--- src/rtl/hazard_pkg.sv ---
// Shared types and constants for the pipeline hazard controller.
package hazard_pkg;

  localparam int MD_LATENCY_DEFAULT = 4;
  localparam int REG_W  = 5;
  localparam int CNT_W  = 4;
  localparam int STAT_W = 16;

  typedef enum logic {
    RUN     = 1'b0,
    MD_BUSY = 1'b1
  } hazState_t;

  // Saturating increment for the statistics counters.
  function automatic logic [STAT_W-1:0] satInc(input logic [STAT_W-1:0] value);
    return (&value) ? value : value + 1'b1;
  endfunction

endpackage

--- src/rtl/hazard_ctrl_load_use_detect.sv ---
// Combinational load-use hazard compare between the ID sources and the EX load destination.
module load_use_detect
  import hazard_pkg::*;
(
  input  logic [REG_W-1:0] rs_id,
  input  logic [REG_W-1:0] rt_id,
  input  logic             re1_id,
  input  logic             re2_id,
  input  logic [REG_W-1:0] ws_ex,
  input  logic             we_ex,
  input  logic             mem_read_ex,
  output logic             loadUse
);

  logic [REG_W-1:0] srcReg [2];
  logic [1:0]       srcRe;
  logic [1:0]       srcHit;

  assign srcReg[0] = rs_id;
  assign srcReg[1] = rt_id;
  assign srcRe     = {re2_id, re1_id};

  genvar gi;
  generate
    for (gi = 0; gi < 2; gi++) begin : gSrc
      assign srcHit[gi] = srcRe[gi] && (srcReg[gi] == ws_ex);
    end
  endgenerate

  // r0 is hard-wired zero, so a load targeting it can never feed a consumer.
  assign loadUse = mem_read_ex && we_ex && (ws_ex != '0) && (|srcHit);

endmodule

--- src/rtl/hazard_ctrl.sv ---
// Pipeline hazard controller: load-use stall, branch flush, mul/div occupancy, memory freeze.
// Optional statistics counters are enabled with `define HAZARD_CTRL_STATS_EN.
module hazard_ctrl
  import hazard_pkg::*;
#(
  parameter int MD_LATENCY = MD_LATENCY_DEFAULT
) (
  input  logic             clk,
  input  logic             rst,
  input  logic [REG_W-1:0] rs_id,
  input  logic [REG_W-1:0] rt_id,
  input  logic             re1_id,
  input  logic             re2_id,
  input  logic [REG_W-1:0] ws_ex,
  input  logic             we_ex,
  input  logic             mem_read_ex,
  input  logic             branch_taken_ex,
  input  logic             md_start_ex,
  input  logic             mem_wait,
  output logic             pc_we,
  output logic             ifid_we,
  output logic             idex_we,
  output logic             ifid_flush,
  output logic             idex_bubble,
  output logic             exmem_bubble,
  output logic             md_busy,
  output logic             md_done
`ifdef HAZARD_CTRL_STATS_EN
  ,
  output logic [STAT_W-1:0] stall_cnt,
  output logic [STAT_W-1:0] flush_cnt
`endif
);

  localparam logic [CNT_W-1:0] MD_LOAD = CNT_W'(MD_LATENCY - 1);

  hazState_t        stateReg, stateNext;
  logic [CNT_W-1:0] mdCntReg, mdCntNext;
  logic             doneOwedReg, doneOwedNext;
  logic             loadUse;

  load_use_detect uLoadUse (
    .rs_id       (rs_id),
    .rt_id       (rt_id),
    .re1_id      (re1_id),
    .re2_id      (re2_id),
    .ws_ex       (ws_ex),
    .we_ex       (we_ex),
    .mem_read_ex (mem_read_ex),
    .loadUse     (loadUse)
  );

  always_ff @(posedge clk) begin
    if (rst) begin
      stateReg    <= RUN;
      mdCntReg    <= '0;
      doneOwedReg <= 1'b0;
    end else begin
      stateReg    <= stateNext;
      mdCntReg    <= mdCntNext;
      doneOwedReg <= doneOwedNext;
    end
  end

  always_comb begin
    pc_we        = 1'b1;
    ifid_we      = 1'b1;
    idex_we      = 1'b1;
    ifid_flush   = 1'b0;
    idex_bubble  = 1'b0;
    exmem_bubble = 1'b0;
    md_busy      = 1'b0;
    md_done      = 1'b0;
    stateNext    = stateReg;
    mdCntNext    = mdCntReg;
    doneOwedNext = doneOwedReg;

    if (rst) begin
      pc_we        = 1'b0;
      ifid_we      = 1'b0;
      idex_we      = 1'b0;
      ifid_flush   = 1'b1;
      idex_bubble  = 1'b1;
      exmem_bubble = 1'b1;
      stateNext    = RUN;
      mdCntNext    = '0;
      doneOwedNext = 1'b0;
    end else begin
      case (stateReg)
        RUN: begin
          // A completion that expired under mem_wait is reported once memory is ready.
          if (doneOwedReg && !mem_wait) begin
            md_done      = 1'b1;
            doneOwedNext = 1'b0;
          end
          if (mem_wait) begin
            pc_we   = 1'b0;
            ifid_we = 1'b0;
            idex_we = 1'b0;
          end else begin
            if (branch_taken_ex) begin
              ifid_flush  = 1'b1;
              idex_bubble = 1'b1;
            end else if (loadUse) begin
              pc_we       = 1'b0;
              ifid_we     = 1'b0;
              idex_bubble = 1'b1;
            end
            if (md_start_ex && !branch_taken_ex) begin
              stateNext = MD_BUSY;
              mdCntNext = MD_LOAD;
            end
          end
        end
        MD_BUSY: begin
          md_busy      = 1'b1;
          pc_we        = 1'b0;
          ifid_we      = 1'b0;
          idex_we      = 1'b0;
          exmem_bubble = !mem_wait;
          // The count keeps running through a memory freeze.
          mdCntNext    = mdCntReg - 1'b1;
          if (mdCntReg == CNT_W'(1)) begin
            stateNext = RUN;
            if (mem_wait) doneOwedNext = 1'b1;
            else          md_done      = 1'b1;
          end
        end
        default: begin
          stateNext = RUN;
          mdCntNext = '0;
        end
      endcase
    end
  end

`ifdef HAZARD_CTRL_STATS_EN
  logic [STAT_W-1:0] stallCntReg, flushCntReg;

  always_ff @(posedge clk) begin
    if (rst) begin
      stallCntReg <= '0;
      flushCntReg <= '0;
    end else begin
      if (!pc_we)     stallCntReg <= satInc(stallCntReg);
      if (ifid_flush) flushCntReg <= satInc(flushCntReg);
    end
  end

  assign stall_cnt = stallCntReg;
  assign flush_cnt = flushCntReg;
`endif

endmodule

--- config.mk ---
export PLATFORM = sky130hd
export DESIGN_NAME = hazard_ctrl
export DESIGN_NICKNAME = d
export VERILOG_FILES = /design/src/rtl/hazard_pkg.sv /design/src/rtl/hazard_ctrl_load_use_detect.sv /design/src/rtl/hazard_ctrl.sv
export SDC_FILE = /design/constraint.sdc
export NUM_CORES = 1
export LEC_CHECK = 0
export ABC_AREA = 1
export CAP_MARGIN = 20
export CORE_MARGIN = 2
export CORE_UTILIZATION = 41
export DETAILED_ROUTE_END_ITERATION = 10
export GPL_TIMING_DRIVEN = 1
export HOLD_SLACK_MARGIN = 0.03
export PLACE_DENSITY = 0.85
export SYNTH_ARGS = -nofsm -noshare
export SYNTH_HDL_FRONTEND = slang
export SYNTH_SLANG_ARGS = --single-unit
export TNS_END_PERCENT = 50
--- constraint.sdc ---
create_clock -name clk -period 3.55 [get_ports clk]
set_clock_uncertainty 0.1 [all_clocks]
set_input_delay 0.71 -clock clk [delete_from_list [all_inputs] [get_ports clk]]
set_output_delay 0.71 -clock clk [all_outputs]
set_load 0.01 [all_outputs]
==> out/metrics.cfg <==
[sta]
fin_tns_setup_ns=0
setup_slack_ns=0.409
finalCriticalPeriod_ns=3.14
maxSlewHeadroom_pct=83.3
maxSlewViolCount=0
max_freq_mhz=318
fin_crit_sh_pct=88.5
setup-violations-final=0
rsz0062_at_grt=no
hold_violations=0
holdWs_ns=0.369
tightest_slew_ns=0.250

[clock_network]
cts_buffers=3
clk_latency_ns=0.25
clk_pin_slew_ns=0.05
root_buffer=clkbuf_4
ctsResizeCount=0
cts_tree=done
cts.sinks=6
h-tree-depth=1
cts_hold_buf=0
cts_buffer_depth=2
cts_setup_buffers=0

[die]
start_util_pct=45.5
die_area_um2=1820
die_height_um=42.7
fp-row-count=13
io_pins=32
die_w_um=42.7
core_region_area_um2=1350

[synthesis]
yosysTopAreaCellShare_pct=23.8
syn_area_um2=614
synthesis.nets=139
syn_inst=113
ys_top_cells_by_area=nand2_1 24%, dfxtp_1 20%, inv_1 10%, nor2_1 8.6%, a21oi_1 4.9%
syn_avg_cell_area_um2=5.44
synth_top_area_cell=nand2_1
synth_top_cells_by_count=39 x nand2_1, 17 x inv_1, 14 x nor2_1, 7 x inv_2
ys.flop_type=dfxtp_1
ys_ff_latch=6
synthArstFlopShare_pct=0
synth_most_common_cell=nand2_1
yosys_warnings=0
synth_edf_count=0
yosys.cell_types.count=21
ys_seq_area_share_pct=19.6

[worst_setup_path]
start_kind=input pin
cp_max_fo=4
worstRegToRegCells=7
required_ns=2.74
crit_top_cell=nand2_1
worstPathArrival_ns=2.33
crit_path_end_kind=output port
cp_slowest_stage_delay_ns=0.53
cpMaxStageDelayCell=clkdlybuf4s50_1
crit_chain=clkdlybuf4s50_1 -> inv_2 -> nand2_1 -> nand2_1 -> nor2_1 -> nand3_1 -> nand2_1 -> nand3_1 -> nand2_1 -> clkdlybuf4s50_1
critical_path_class=input pin to output port

[place]
port_buffers=31
gp_congestion=0.793
placedInstanceArea_um2=932
dp_slack_ns=0.407
hpwl_um=1230
dp.cells=158

[route]
vias=744
post_drt_wl_per_cell_um=9.30
wl_um=1500
drtAntennaViolNets=0
vias_per_cell=4.62
drc=0
firstDrtPassIters=4
drt_iter0_drc=3

[power]
p_leak_nw=0.518
switching_power_mw=0.0712
peakVddDrop_v=0.000188
power_mw=0.230
switching_share_pct=31.0
p_comb_share_pct=38.3
p_int_mw=0.159
power.density_nw_per_um2=241
power_frac_seq_pct=32.7
clockPowerShare_pct=29.0

[job]
max_cap_violations=0

[cells_and_area]
drive_gt1_share_pct=11.0
fin_cells=161
final_cell_area_um2=955
synthToLayoutAreaGrowth_pct=55.4
fin_nets=174
antennaDiodeCount=0
final_util_pct=70.7

[outcome]
status=complete, no violations

[global_route]
grt_antenna_before_repair=0
grt_pass1_vias=674
grt_max_degree=8
grtUsageTotal_pct=19.8
grt_pass1_wl_um=2680
grt_overflow=0

[hold_path]
hold_path.class=flip-flop to flip-flop
holdPathStages=2

[critical path, delay by kind of cell]
| kind | cells | cell delay, ns |
|---|---|---|
| buffers and inverters | 3 | 1.11 |
| AND/OR/NAND/NOR | 7 | 0.53 |
[cells in the final DEF (no fill, tap or decap), drive strengths merged]
| master | count |
|---|---|
| bufinv | 1 |
| clkdlybuf4s50 | 31 |
| clkinv | 2 |
| o21ai | 5 |
| o31ai | 1 |
| a21oi | 6 |
| clkbuf | 3 |
| ha | 2 |
| nand4 | 1 |
| dfxtp | 6 |
| nor3 | 1 |
| nand3 | 6 |
| nand2 | 39 |
| nor2 | 16 |
| o211a | 1 |
| inv | 24 |
| buf | 1 |
[path summary, 6_finish.rpt]
| path | slack (ns) | to | from |
|---|---|---|---|
| worst max register to register | 2.32 | doneOwedReg | mdCntReg[1] |
| worst max-delay path | 0.41 | idex_bubble | ws_ex[1] |
| worst min register to register | 0.37 | mdCntReg[3] | mdCntReg[3] |
| worst min-delay path | 0.37 | mdCntReg[3] | mdCntReg[3] |
[routing by layer]
layer  GRT usage (%)  up-vias  share of wire (%)
met3            7.66        5                6.1
met5               0        -                  0
met1            22.7      308                 45
met4            9.38        0                1.9
li1                -      408                  -
met2            31.8       23                 47
[state kept, by name, indices dropped and copies added (netlist names)]
name and count:
doneOwedReg 1, mdCntReg 4, stateReg 1
[cells by family (layout without fill, tap and decap cells)]
family	after synthesis	after routing	synth area share [%]
simple gates	63	63	42.0
compound gates	13	13	12.4
fa+ha+maj	2	2	4.07
buf+inv	29	62	22.0
flops	6	6	19.6
[final cells by class]
type                    instances  area [um2]
inverters                      27         116
repair buffers                 32         318
clock buffers                   3        22.5
well taps                      15        18.8
flip-flops and latches          6         120
multi-input cells              78         359
fillers                       128         395
[power groups by stage]
stage	sequential, mW	combinational [mW]	clock, mW
finish	0.0752	0.0879	0.0666
global placement	0.0763	0.0861	0
floorplan	0.0756	0.0451	0
detailed placement	0.0765	0.0878	0
global route	0.0759	0.0995	0.0747
CTS	0.0751	0.0885	0.0716
(Power assumes the default switching activity.)
==> edit 1 (same flow settings) <==
Add a define of `HAZARD_CTRL_STATS_EN`.
--- a/src/rtl/hazard_ctrl.sv
+++ b/src/rtl/hazard_ctrl.sv
@@ -2,2 +2,4 @@
 // Optional statistics counters are enabled with `define HAZARD_CTRL_STATS_EN.
+`define HAZARD_CTRL_STATS_EN
+
 module hazard_ctrl
Formal check against the unedited RTL (old outputs only; new: flush_cnt and stall_cnt): equivalent (equiv_simple and equiv_induct, registers matched by name and starting in step).
==> edit 1 against the original RTL <==
Count of clock-buffer cells in the layout is 3 higher. Routed wire length grew to 4.0 times the old value. Sequential cell count is 32 higher. Cell count grew to 3.2 times the old value. Power grew to 4.2 times the old value. Critical path depth is 1 higher. Clock power grew to 5.6 times the old value. Worst setup slack worse by 0.054 ns. Design area grew to 3.5 times the old value. Area after synthesis grew to 4.1 times the old value. Critical path type unchanged. Largest cell class unchanged.
==> edit 1: results <==
[place]
portBuffers = 63
gp_congestion = 0.985
dp.cells = 503
placed_cell_area_mm2 = 0.00319

[clock_tree]
numCtsBuffers = 5
cts_root_buffer = "clkbuf_8"
htree_levels = 2
worstSkewPairLatency_ns = 0.29

[grt]
grtUsageTotal = 0.192
grt_pass1_wl_um = 10500

[hold_path]
min_from = "doneOwedReg"

[synthesis]
synth_fp_nets = 401
synth_common_cells = "nand2_1 (98), inv_1 (42), dfxtp_1 (38)"
synthTopCellsByArea = "dfxtp_1 (30%), nand2_1 (15%), nand3_1 (6.9%)"
yosysSeqAreaShare = 0.300
ys_types = 35
postSynthCellCount = 373

[outcome]
outcome = "finished, final reports clean"

[worst_setup_path]
worstReg2RegStart = "flush_cnt[1]"
cp.arrival_ns = 2.38
startpoint = "ws_ex[3]"
cp_slowest_stage_delay_ns = 0.49

[routing]
met3_length_um = 307
via_per_inst = 4.96
wl_met2_um = 2930
vias = 2530
met1_length_um = 2710

[sta]
worst_pin_slew_ns = 0.498

[cells_and_area]
fillers = 592
drive_gt1_frac = 0.120

[pwr]
power_leakage_nw = 1.26
ir_worst_vdd_mv = 0.140
edit 1: changes by cell type after synthesis, sizes merged, moves of 7 or more:
cell   delta
a21oi    +30
buf       +7
dfxtp    +32
inv      +23
nand2    +71
nand3    +30
nor2     +19
nor3     +15
xor2     +19
edit 1: critical path: cells and delay by family:
family / cells / cell delay, ns
and+or+nand+nor: 7 / 0.57
buffers and inverters: 4 / 1.10
edit 1: cells by family after synthesis:
family                   count (synthesis)  share of synthesized area
adder cells (fa/ha/maj)                  4                     0.0197
flip-flops                              38                      0.300
AND/OR/NAND/NOR                        201                      0.360
XOR/XNOR                                25                     0.0864
buffers and inverters                   57                      0.103
AO/OA/AOI/OAI                           48                      0.131
edit 1: metal layers:
layer	vias up	track usage
met1	1140	0.235
met2	71	0.331
met5	-	0
met4	0	0.0607
met3	8	0.0478
li1	1311	-
edit 1: area by class of cell:
type	count	share of cell area
repair buffers	65	0.194
multi-input cells	278	0.459
inverters	47	0.0535
well taps	75	0.0285
clock inverters	1	0.00910
clock buffers	6	0.0250
flip-flops and latches	38	0.231
edit 1: power breakdown:
group	total, W	internal [W]	switching, W
logic	0.000145	0.0000671	0.0000781
registers	0.000448	0.000436	0.0000116
clock network	0.000374	0.000225	0.000150
total	0.000967	0.000728	0.000239
edit 1: per-stage QoR:
| step | setup slack [ns] | util |
|---|---|---|
| final | 0.355 | 0.554 |
| after floorplan | 1.04 | - |
| after global routing | 0.221 | 0.554 |
| after detailed placement | 0.354 | 0.535 |
| after global placement | 0.413 | 0.535 |
| after CTS | 0.355 | 0.554 |
edit 1: path summary, 6_finish.rpt:
check             endpoint  slack (ns)  depth (start not counted)
min reg2reg    doneOwedReg        0.37                          2
max                  pc_we        0.36                         11
max reg2reg  flush_cnt[11]        1.50                          8
min            doneOwedReg        0.37                          2
==> edit 2 (config.mk and constraints unchanged) <==
Without the edit above. Set the package constant `CNT_W` to 3 (it was 4).
--- a/src/rtl/hazard_pkg.sv
+++ b/src/rtl/hazard_pkg.sv
@@ -5,3 +5,3 @@
   localparam int REG_W  = 5;
-  localparam int CNT_W  = 4;
+  localparam int CNT_W  = 3;
   localparam int STAT_W = 16;
Behaviour: no difference found for any inputs over 10 cycles, from zero or initial values and one cycle with rst high; that may be too few to reach the edited logic, so the function may still have changed.
==> edit 2 against the original RTL <==
Power is 8.1% lower. Design area is 7.1% lower. Routed wire length is 1.1% lower. Core utilization is 0.79 points lower. Global-route usage is 1.8 points higher. Sequential cell count is 1 lower. Die area is 10% lower. Area after synthesis is 11% lower. Cell count is 5.0% lower. Synthesized cell count is 7.1% lower. First-iteration DRC count grew to 6.7 times the old value. Combinational power is 6.4% lower. Worst setup slack better by 0.0035 ns.
==> edit 2: results <==
[cells_and_area]
drive_gt1_frac = 0.0797
final_nets = 165
largestRegisters = "mdCntReg x3, doneOwedReg x1, stateReg x1"

[grt]
grt_pass1_wl_um = 2210
grtUsageMet2 = 0.389
grtUsageTotal = 0.216
grt_max_degree = 9
use_met3 = 0.0944
grt_use_met1 = 0.214

[routing]
wl_met2_um = 750
dr.first_iter.drc_count = 20
met1_length_um = 611
wl_um = 1480
met3_length_um = 98
vias = 706
via_per_inst = 4.61

[worst_setup_path]
rr_worst_depth = 6
worst-path-max-fanout = 3

[sta]
relSlewSlack = 0.786

[synthesis]
yosysSeqAreaShare = 0.184
synth_common_cells = "nand2_1 (40), inv_1 (22), nor2_1 (11)"
synthTopCellsByArea = "nand2_1 (28%), dfxtp_1 (18%), inv_1 (15%)"
syn_avg_cell_area_um2 = 5.18
synth_fp_nets = 131
synth-main-ff-cell = "dfxtp_1"

[hold_path]
holdPathEnd = "mdCntReg[2]"
min_from = "mdCntReg[2]"

[pwr]
ir_worst_vdd_mv = 0.259
power_leakage_nw = 0.473

[outcome]
outcome = "finished, final reports clean"

[place]
place_hpwl_um = 1190
dp.cells = 149
preCtsSetupSlack_ns = 0.415

[clock_tree]
worstSkewPairLatency_ns = 0.24
[edit 2: cell count changes after synthesis, moves of 2 or more]
| cell | before | now |
|---|---|---|
| a21oi_1 | 6 | 3 |
| inv_2 | 7 | 5 |
| inv_1 | 17 | 22 |
| nor2_1 | 14 | 11 |
| o21ai_1 | 4 | 1 |
[edit 2: kinds of logic (layout without fill, tap and decap cells)]
logic type,after synthesis,in the layout,synth area share
XOR/XNOR,1,1,0.0161
adder cells (fa/ha/maj),2,2,0.0460
AO/OA/AOI/OAI,8,8,0.106
AND/OR/NAND/NOR,60,60,0.439
buffers and inverters,29,62,0.209
flip-flops,5,5,0.184
[edit 2: power by group]
| group | total (W) | switching [W] | internal, W |
|---|---|---|---|
| clock network | 0.0000665 | 0.0000240 | 0.0000425 |
| registers | 0.0000623 | 0.00000256 | 0.0000597 |
| logic | 0.0000823 | 0.0000374 | 0.0000448 |
| total | 0.000211 | 0.0000639 | 0.000147 |
[edit 2: final cells by class]
| cell class | count | area share |
|---|---|---|
| Timing Repair Buffer | 31 | 0.350 |
| Tap cell | 15 | 0.0212 |
| Inverter | 27 | 0.114 |
| Multi-Input combinational cell | 71 | 0.372 |
| Sequential cell | 5 | 0.113 |
| Clock buffer | 4 | 0.0296 |
[edit 2: how the worst max path moves through the flow]
stage	slack [ns]	cells past startpoint	end
finish	0.41	10	idex_bubble
global route	0.25	11	pc_we
CTS	0.41	10	idex_bubble
detailed placement	0.41	10	idex_bubble
global placement	0.43	5	ifid_we
floorplan	1.18	5	pc_we
[edit 2: through the flow]
step	power [W]	area [um2]	hold slack, ns
after floorplan	0.000101	544	0.351
after global placement	0.000143	861	0.357
after detailed placement	0.000145	861	0.366
after CTS	0.000213	887	0.398
after global routing	0.000228	887	0.431
final	0.000211	887	0.396
